$ cat src/rtl/training_sequencer.sv
// Dataset sequencer for perceptron training: sweeps train/eval epochs, then a test pass,
// scoring test predictions and producing the BCE loss gradient in signed fixed point.
module training_sequencer #(
  parameter int num_train_examples = 600,
  parameter int num_test_examples  = 400,
  parameter int num_epochs         = 10,
  parameter int output_units       = 1,
  parameter int DATA_W             = 16,
  parameter int FRAC_W             = 8
) (
  input  logic                             clk,
  input  logic                             rst,
  input  logic                             start,
  input  logic signed [DATA_W-1:0]         prediction,
  input  logic signed [DATA_W-1:0]         expected,
  output logic [31:0]                      example,
  output logic                             training,
  output logic [output_units*DATA_W-1:0]   error_gradient_next_layer,
  output logic [31:0]                      epoch,
  output logic                             busy,
  output logic                             done,
  output logic [31:0]                      correct_count
);

  localparam int WIDE = 2*DATA_W + 2;
  localparam logic signed [DATA_W-1:0] ONE     = DATA_W'(1 << FRAC_W);
  localparam logic signed [DATA_W-1:0] HALF    = DATA_W'(1 << (FRAC_W-1));
  localparam logic signed [DATA_W-1:0] EPSILON = DATA_W'(1);
  localparam logic signed [DATA_W-1:0] MAXV    = {1'b0, {(DATA_W-1){1'b1}}};
  localparam logic signed [DATA_W-1:0] MINV    = {1'b1, {(DATA_W-1){1'b0}}};
  localparam logic [31:0] TRAIN_LAST = 32'(num_train_examples - 1);
  localparam logic [31:0] TEST_FIRST = 32'(num_train_examples);
  localparam logic [31:0] TEST_LAST  = 32'(num_train_examples + num_test_examples - 1);
  localparam logic [31:0] EPOCH_LAST = 32'(num_epochs - 1);

  typedef enum logic [2:0] {IDLE, TRAIN, EVAL, TEST, DRAIN, DONE} state_t;

  function automatic logic signed [DATA_W-1:0] sfp_sat(input logic signed [WIDE-1:0] x);
    logic signed [WIDE-1:0] hi, lo;
    hi = {{(WIDE-DATA_W+1){1'b0}}, {(DATA_W-1){1'b1}}};
    lo = ~hi;
    if (x > hi)      return MAXV;
    else if (x < lo) return MINV;
    else             return x[DATA_W-1:0];
  endfunction

  function automatic logic signed [DATA_W-1:0] sfp_add(input logic signed [DATA_W-1:0] a,
                                                        input logic signed [DATA_W-1:0] b);
    return sfp_sat(WIDE'(a) + WIDE'(b));
  endfunction

  function automatic logic signed [DATA_W-1:0] sfp_sub(input logic signed [DATA_W-1:0] a,
                                                        input logic signed [DATA_W-1:0] b);
    return sfp_sat(WIDE'(a) - WIDE'(b));
  endfunction

  // Division by zero saturates toward the sign of the numerator.
  function automatic logic signed [DATA_W-1:0] sfp_div(input logic signed [DATA_W-1:0] a,
                                                        input logic signed [DATA_W-1:0] b);
    logic signed [WIDE-1:0] num, den;
    if (b == '0) return a[DATA_W-1] ? MINV : MAXV;
    num = WIDE'(a) <<< FRAC_W;
    den = WIDE'(b);
    return sfp_sat(num / den);
  endfunction

  state_t                     state_q;
  logic [31:0]                example_q, epoch_q, count_q;
  logic                       training_q, busy_q, done_q;
  logic signed [DATA_W-1:0]   expected_q;
  logic [output_units*DATA_W-1:0] grad_q;
  logic signed [DATA_W-1:0]   p_d, grad_d;
  logic                       hit_d;

  always_comb begin
    p_d    = sfp_add(prediction, EPSILON);
    grad_d = sfp_sub('0, sfp_sub(sfp_div(expected_q, p_d),
                                 sfp_div(sfp_sub(ONE, expected_q), sfp_sub(ONE, p_d))));
    hit_d  = ((prediction < HALF) == (expected_q < HALF));
  end

  always_ff @(posedge clk) begin
    expected_q <= expected;
    if (rst) begin
      state_q    <= IDLE;
      example_q  <= '0;
      epoch_q    <= '0;
      count_q    <= '0;
      training_q <= 1'b0;
      busy_q     <= 1'b0;
      done_q     <= 1'b0;
      grad_q     <= '0;
    end else begin
      for (int u = 0; u < output_units; u++) grad_q[u*DATA_W +: DATA_W] <= grad_d;
      case (state_q)
        IDLE, DONE: begin
          if (start) begin
            epoch_q <= '0;
            count_q <= '0;
            done_q  <= 1'b0;
            busy_q  <= 1'b1;
            if (num_epochs == 0) begin
              state_q    <= TEST;
              example_q  <= TEST_FIRST;
              training_q <= 1'b0;
            end else begin
              state_q    <= TRAIN;
              example_q  <= '0;
              training_q <= 1'b1;
            end
          end
        end
        TRAIN: begin
          if (example_q == TRAIN_LAST) begin
            state_q    <= EVAL;
            example_q  <= '0;
            training_q <= 1'b0;
          end else begin
            example_q <= example_q + 32'd1;
          end
        end
        EVAL: begin
          if (example_q == TRAIN_LAST) begin
            if (epoch_q == EPOCH_LAST) begin
              state_q   <= TEST;
              example_q <= TEST_FIRST;
            end else begin
              state_q    <= TRAIN;
              epoch_q    <= epoch_q + 32'd1;
              example_q  <= '0;
              training_q <= 1'b1;
            end
          end else begin
            example_q <= example_q + 32'd1;
          end
        end
        TEST: begin
          // The first test cycle still sees the prediction for the last eval example.
          if (example_q != TEST_FIRST && hit_d) count_q <= count_q + 32'd1;
          if (example_q == TEST_LAST) state_q <= DRAIN;
          else                        example_q <= example_q + 32'd1;
        end
        DRAIN: begin
          if (hit_d) count_q <= count_q + 32'd1;
          state_q <= DONE;
          busy_q  <= 1'b0;
          done_q  <= 1'b1;
        end
        default: state_q <= IDLE;
      endcase
    end
  end

  assign example                   = example_q;
  assign training                  = training_q;
  assign epoch                     = epoch_q;
  assign busy                      = busy_q;
  assign done                      = done_q;
  assign correct_count             = count_q;
  assign error_gradient_next_layer = grad_q;

endmodule
$ cat config.mk
export PLATFORM = sky130hd
export DESIGN_NAME = training_sequencer
export DESIGN_NICKNAME = d
export VERILOG_FILES = /design/src/rtl/training_sequencer.sv
export SDC_FILE = /design/constraint.sdc
export NUM_CORES = 2
export LEC_CHECK = 0
export ABC_AREA = 1
export CORE_ASPECT_RATIO = 1.5
export CORE_MARGIN = 2
export CORE_UTILIZATION = 45
export DETAILED_ROUTE_END_ITERATION = 10
export HOLD_SLACK_MARGIN = 0.06
export REMOVE_ABC_BUFFERS = 1
export SLEW_MARGIN = 40
export SYNTH_ARGS = -nofsm -noshare
export SYNTH_HDL_FRONTEND = slang
export SYNTH_SLANG_ARGS = --single-unit
export TNS_END_PERCENT = 5
$ cat constraint.sdc
create_clock -name clk -period 104.8 [get_ports clk]
set_clock_uncertainty 0.1 [all_clocks]
set_input_delay 10.48 -clock clk [delete_from_list [all_inputs] [get_ports clk]]
set_output_delay 10.48 -clock clk [all_outputs]
set_load 0.05 [all_outputs]
# --- Yosys cells after proc, flatten, opt, wreduce, memory -nomap -nowiden ---
# Cells that the tools add are included.
word_totals:
  regBits: 134
  input_bits: 35
  elab_cells: 119
op_classes:
  add_sub_neg: 8
  n_div: 2
  magnitude_cmp: 16
  n_eq_ne: 18
  n_mux: 48
  reduce_logical: 17
ops:
  columns: ["op", "n"]
  rows:
  - ["2-to-1 mux 16 bit", 19]
  - ["2-to-1 mux 32 bit", 8]
  - ["case mux 32 bit (4 select lines)", 1]
  - ["adder 32 x 1 -> 32 bit, second input constant", 3]
  - ["case mux 32 bit (3 select lines)", 1]
  - ["> comparator 17 x 16 -> 1 bit, second input constant", 5]
  - ["less-than comparator 17 x 16 -> 1 bit, second input constant", 5]
  - ["divider 34 x 34 -> 34 bit", 2]
  - ["> comparator 34 x 16 -> 1 bit, second input constant", 2]
  - ["less-than comparator 34 x 16 -> 1 bit, second input constant", 2]
  - ["equality test 32 x 10 -> 1 bit, second input constant", 2]
  - ["case mux 32 bit (2 select lines)", 1]
  - ["subtractor 10 x 16 -> 17 bit, first input constant", 2]
  - ["equality test 32 x 4 -> 1 bit, second input constant", 1]
  - ["zero test 16 bit", 2]
  - ["less-than comparator 16 x 9 -> 1 bit, second input constant", 2]
  - ["!= test 32 x 10 -> 1 bit, second input constant", 1]
  - ["adder 16 x 2 -> 17 bit, second input constant", 1]
  - ["subtractor 1 x 16 -> 17 bit, first input constant", 1]
  - ["subtractor 16 x 16 -> 17 bit", 1]
  - ["!= test 2 bit, second input constant", 8]
  - ["2-to-1 mux 15 bit", 1]
  - ["case mux 3 bit (5 select lines)", 1]
  - ["2-to-1 mux 3 bit", 4]
  - ["other kinds (19)", 33]

# --- Longest topological paths before layout ---
logic_depth:
  ltp_word: 21
  mapped_depth: 746
  ltp_nobuf: 723

# --- Worst setup path before layout ---
# Ideal clock, no wire load.
synth_timing:
  path_kind: "in2reg"
  startpoint: "in prediction[0]"
  endpoint: "reg grad_q[14] (netlist: error_gradient_next_layer[14])"
  setup_ps: 87
  arrival_time_ps: 104759
  required_ps: 104613
  slack_ps: -146
  cell_stages: 707
  cell_sequence: "ha_1 -> nand2_2 -> nor2_2 -> nand2_2 -> nor2_4 -> a21boi_4 -> bufinv_8 -> nand2_8 -> inv_4 -> nor2_2 -> clkbuf_1 -> ha_1 -> nand4_1 -> nand3_1 -> nand2_1 -> o21ai_0 -> nand2_1 -> nor2_1 -> [671 not listed] -> inv_1 -> o21ai_0 -> nand3_1 -> nor3_1 -> nand2_1 -> nor3_1 -> inv_1 -> nor3_1 -> inv_1 -> nor2_1 -> o21ai_0 -> xor2_1 -> nand2_1 -> o41ai_1 -> nand2_1 -> inv_1 -> nand2_1 -> o31ai_1"
synth_via:
  elab_chain_len: 21
  elab_cells_between_ends: 36
  cone_classes: "4 x add/sub; 2 x div; 12 x order compare; 16 x mux; 2 x reduce/logical"
synth_lines:
  columns: ["element", "line_no", "text"]
  rows:
  - ["start, declared", "14", "input logic signed [DATA_W-1:0] prediction,"]
  - ["adder 16 x 2 -> 17 bit (*)", "49", "return sfp_sat(WIDE'(a) + WIDE'(b));"]
  - ["less-than comparator 17 x 16 -> 1 bit", "43", "else if (x < lo) return MINV;"]
  - ["2-to-1 mux 16 bit", "43", null]
  - ["2-to-1 mux 16 bit (*)", "42", "if (x > hi) return MAXV;"]
  - ["subtractor 10 x 16 -> 17 bit", "54", "return sfp_sat(WIDE'(a) - WIDE'(b));"]
  - ["less-than comparator 17 x 16 -> 1 bit", "43", null]
  - ["2-to-1 mux 16 bit", "43", null]
  - ["2-to-1 mux 16 bit", "42", null]
  - ["[5 not listed]", null, null]
  - ["subtractor 16 x 16 -> 17 bit (*)", "54", null]
  - ["less-than comparator 17 x 16 -> 1 bit", "43", null]
  - ["2-to-1 mux 16 bit", "43", null]
  - ["2-to-1 mux 16 bit (*)", "42", null]
  - ["subtractor 1 x 16 -> 17 bit (*)", "54", null]
  - ["less-than comparator 17 x 16 -> 1 bit", "43", null]
  - ["2-to-1 mux 16 bit", "43", null]
  - ["2-to-1 mux 15 bit (*)", "42", null]
  - ["end signal, assigned", "92", "grad_q <= '0;"]
  - ["end, declared", "71", "logic [output_units*DATA_W-1:0] grad_q;"]
# Mark *: on every way between the ends. The rest lies on a longest branch, timed or not.
# A chain may end at the register's enable or synchronous reset.

# --- Worst setup path after layout ---
layout_timing:
  startpoint: "in prediction[2]"
  endpoint: "reg grad_q[5] (netlist: error_gradient_next_layer[5])"
# Same word-level chain as after synthesis.

==> impl_metrics.env <==
export IMPL_synthesis_area_um2=71900
export IMPL_antenna_found_initial=10
export IMPL_multi_input_area_um2=65300
export IMPL_drc=0
export IMPL_synth_cell_types=96
export IMPL_dieArea_um2=163000
export IMPL_vias=87900
export IMPL_cpPeakStageDelay_ns=0.53
export IMPL_async_flop_share_pct=0
export IMPL_ys_seq_area_share_pct=3.73
export IMPL_crit_buf_inv=119
export IMPL_drive_gt1_share_pct=23.3
export IMPL_slew_viol_final=0
export IMPL_synth_main_ff_cell="dfxtp_1"
export IMPL_hold_path_class="reg -> reg"
export IMPL_end_kind="flip-flop"
export IMPL_synth_edf_count=0
export IMPL_cp_top_family="compound AO/OA/AOI/OAI gates"
export IMPL_fin_crit_ns=100.40
export IMPL_outcome="finished, final reports clean"
export IMPL_syn_inst=12100
export IMPL_cp_slowest_cell="clkdlybuf4s50_1"
export IMPL_clkLatencyLatePin_ns=0.50
export IMPL_gp_congestion=0.970
export IMPL_arrival_ns=100.70
export IMPL_maxCapViolCount=0
export IMPL_root_buffer="clkbuf_16"
export IMPL_worst_path_most_repeated_cell="nand2_1"
export IMPL_cts_sinks=134
export IMPL_area_growth_pct=34.2
export IMPL_report_final_setup_viol=0
export IMPL_worstMarginPinSlew_ns=0.930
export IMPL_grt_max_degree=41
export IMPL_grt_pass1_vias=86000
export IMPL_tns_ns=0
export IMPL_cp_start_kind="input pin"
export IMPL_dpl_hpwl_mm=228
export IMPL_cts_reportedPaths_clkPinSlew_ns=0.06
export IMPL_synth_seq_cells=134
export IMPL_globalRoute_totalOverflow=0
export IMPL_final_util_pct=60.8
export IMPL_die_w_um=330
export IMPL_criticalPathCategory="in -> reg"
export IMPL_crit_fanout=27
export IMPL_layout_setup_ws_ns=4.40
export IMPL_nets=15900
export IMPL_coreArea_um2=159000
export IMPL_htree_levels=4
export IMPL_yosys_warnings=0
export IMPL_fp_row_count=179
export IMPL_ant_nets=0
export IMPL_slew_headroom_pct=37.8
export IMPL_fin_crit_sh_pct=95.8
export IMPL_ios=150
export IMPL_grt_usage_pct=32.2
export IMPL_fillers=15900
export IMPL_die_y_um=494
export IMPL_syn_avg_cell_area_um2=5.96
export IMPL_hold_violations=0
export IMPL_rsz0062_at_grt="yes"
export IMPL_final_seq_area_um2=2680
export IMPL_tritoncts="done"
export IMPL_pre_cts_ws_ns=-3.73
export IMPL_grt_pass1_wl_mm=426
export IMPL_initial_core_util_pct=45.3
export IMPL_crit_required_ns=105.10
export IMPL_first_iter_violations=3689
export IMPL_wirelength_mm=274
export IMPL_clk_path_buf_depth=2
export IMPL_max_freq_ghz=0.00996
export IMPL_placed_cell_area_um2=92400
export IMPL_dr_pass1_iters=6
export IMPL_cts_hold_buf=0
export IMPL_wl_per_cell_um=16.3
export IMPL_vias_per_cell=5.24
export IMPL_numCtsBuffers=17
export IMPL_port_buffers=149
export IMPL_fin_area_um2=96600
## cells in the final DEF, fill, tap and decap left out, drive strengths merged, types with 362 or more instances in the layout
master / Yosys / final
ha: 1209 / 1209
inv: 1661 / 1670
buf: 148 / 2297
nand2: 2840 / 2840
conb: 2 / 362
xnor2: 409 / 409
xor2: 516 / 516
nand3: 507 / 507
nor2: 1190 / 1190
o21ai: 1022 / 1022
a21oi: 1189 / 1189
## routing by layer
metal / vias to the layer above / global-route usage [%] / part of all wire, %
met4: 10 / 18.5 / 6.7
met5: - / 0 / 0.019
met1: 40500 / 32.1 / 37
met3: 746 / 3.49 / 3.4
met2: 1586 / 63.1 / 53
li1: 45100 / - / -
## what timing repair did
item,CTS,global route
gates cloned,0,3
resized for setup,112,647
pin swaps,21,247
setup buffers,10,110
endpoints found under the setup margin,16,16
## synth_stat cells, drive strengths merged (16+ instances only)
library cell / n / area (um2)
buf: 148 / 1130
xor2: 516 / 4530
a31oi: 71 / 469
nand3: 507 / 2650
nor4: 57 / 363
o21ai: 1022 / 5460
xnor2: 409 / 3590
o21bai: 98 / 758
nor2: 1190 / 4740
nand3b: 40 / 300
o21a: 43 / 323
a221oi: 25 / 219
o2111ai: 17 / 149
a21o: 118 / 886
o221ai: 16 / 140
a21boi: 18 / 154
clkbuf: 89 / 479
nand4: 113 / 713
ha: 1209 / 15100
nand2: 2840 / 11000
inv: 1661 / 6240
a21oi: 1189 / 6140
nor3: 178 / 948
o211ai: 28 / 210
dfxtp: 134 / 2680
o31ai: 50 / 390
a211oi: 28 / 210
or2: 127 / 797
## cell type report
| cell class | instances | area share [%] |
|---|---|---|
| multi-input cells | 10400 | 67.6 |
| repair buffers | 2440 | 19.6 |
| inverters | 1676 | 6.58 |
| flip-flops and latches | 134 | 2.78 |
| well taps | 2081 | 2.70 |
| clock buffers | 18 | 0.455 |
| clock inverters | 14 | 0.214 |
| repair inverters | 2 | 0.0155 |
| diodes | 3 | 0.00777 |
## final timing paths
kind	from	slack, ns	cells after the start	endpoint
setup / recovery	prediction[2]	4.40	685	error_gradient_next_layer[5]$_SDFF_PP0_
hold / removal	correct_count[3]$_SDFFE_PP0P_	0.38	1	correct_count[3]$_SDFFE_PP0P_
setup reg to reg	expected_q[0]$_DFF_P_	15.44	682	error_gradient_next_layer[5]$_SDFF_PP0_
hold reg to reg	correct_count[3]$_SDFFE_PP0P_	0.38	1	correct_count[3]$_SDFFE_PP0P_
## logic make-up (layout without fill, tap and decap cells)
group	Yosys count	after routing	synth area share [%]
AND/OR/NAND/NOR	5095	5095	30.3
AO/OA/AOI/OAI	2784	2784	22.3
buffers and inverters	1918	4150	11.1
adder cells (fa/ha/maj)	1212	1212	21.1
XOR/XNOR	925	925	11.3
flip-flops	134	134	3.73
multiplexers	11	11	0.153
other	2	365	0.0104
## registers in the layout, indices dropped and copies added (netlist names)
name / flops
expected_q: 16
correct_count: 32
epoch: 32
training: 1
example: 32
done: 1
state_q: 3
error_gradient_next_layer: 16
busy: 1
## metrics by stage
stage,hold slack (ns),instances
2_1_floorplan,0.441,12200
3_3_place_gp,0.353,16600
3_5_place_dp,0.366,16600
4_1_cts,0.378,16600
5_1_grt,0.410,16800
6_report,0.379,16800
Power is not shown: default switching activity piles up to over one toggle a cycle in this logic, so the estimate is an artifact.
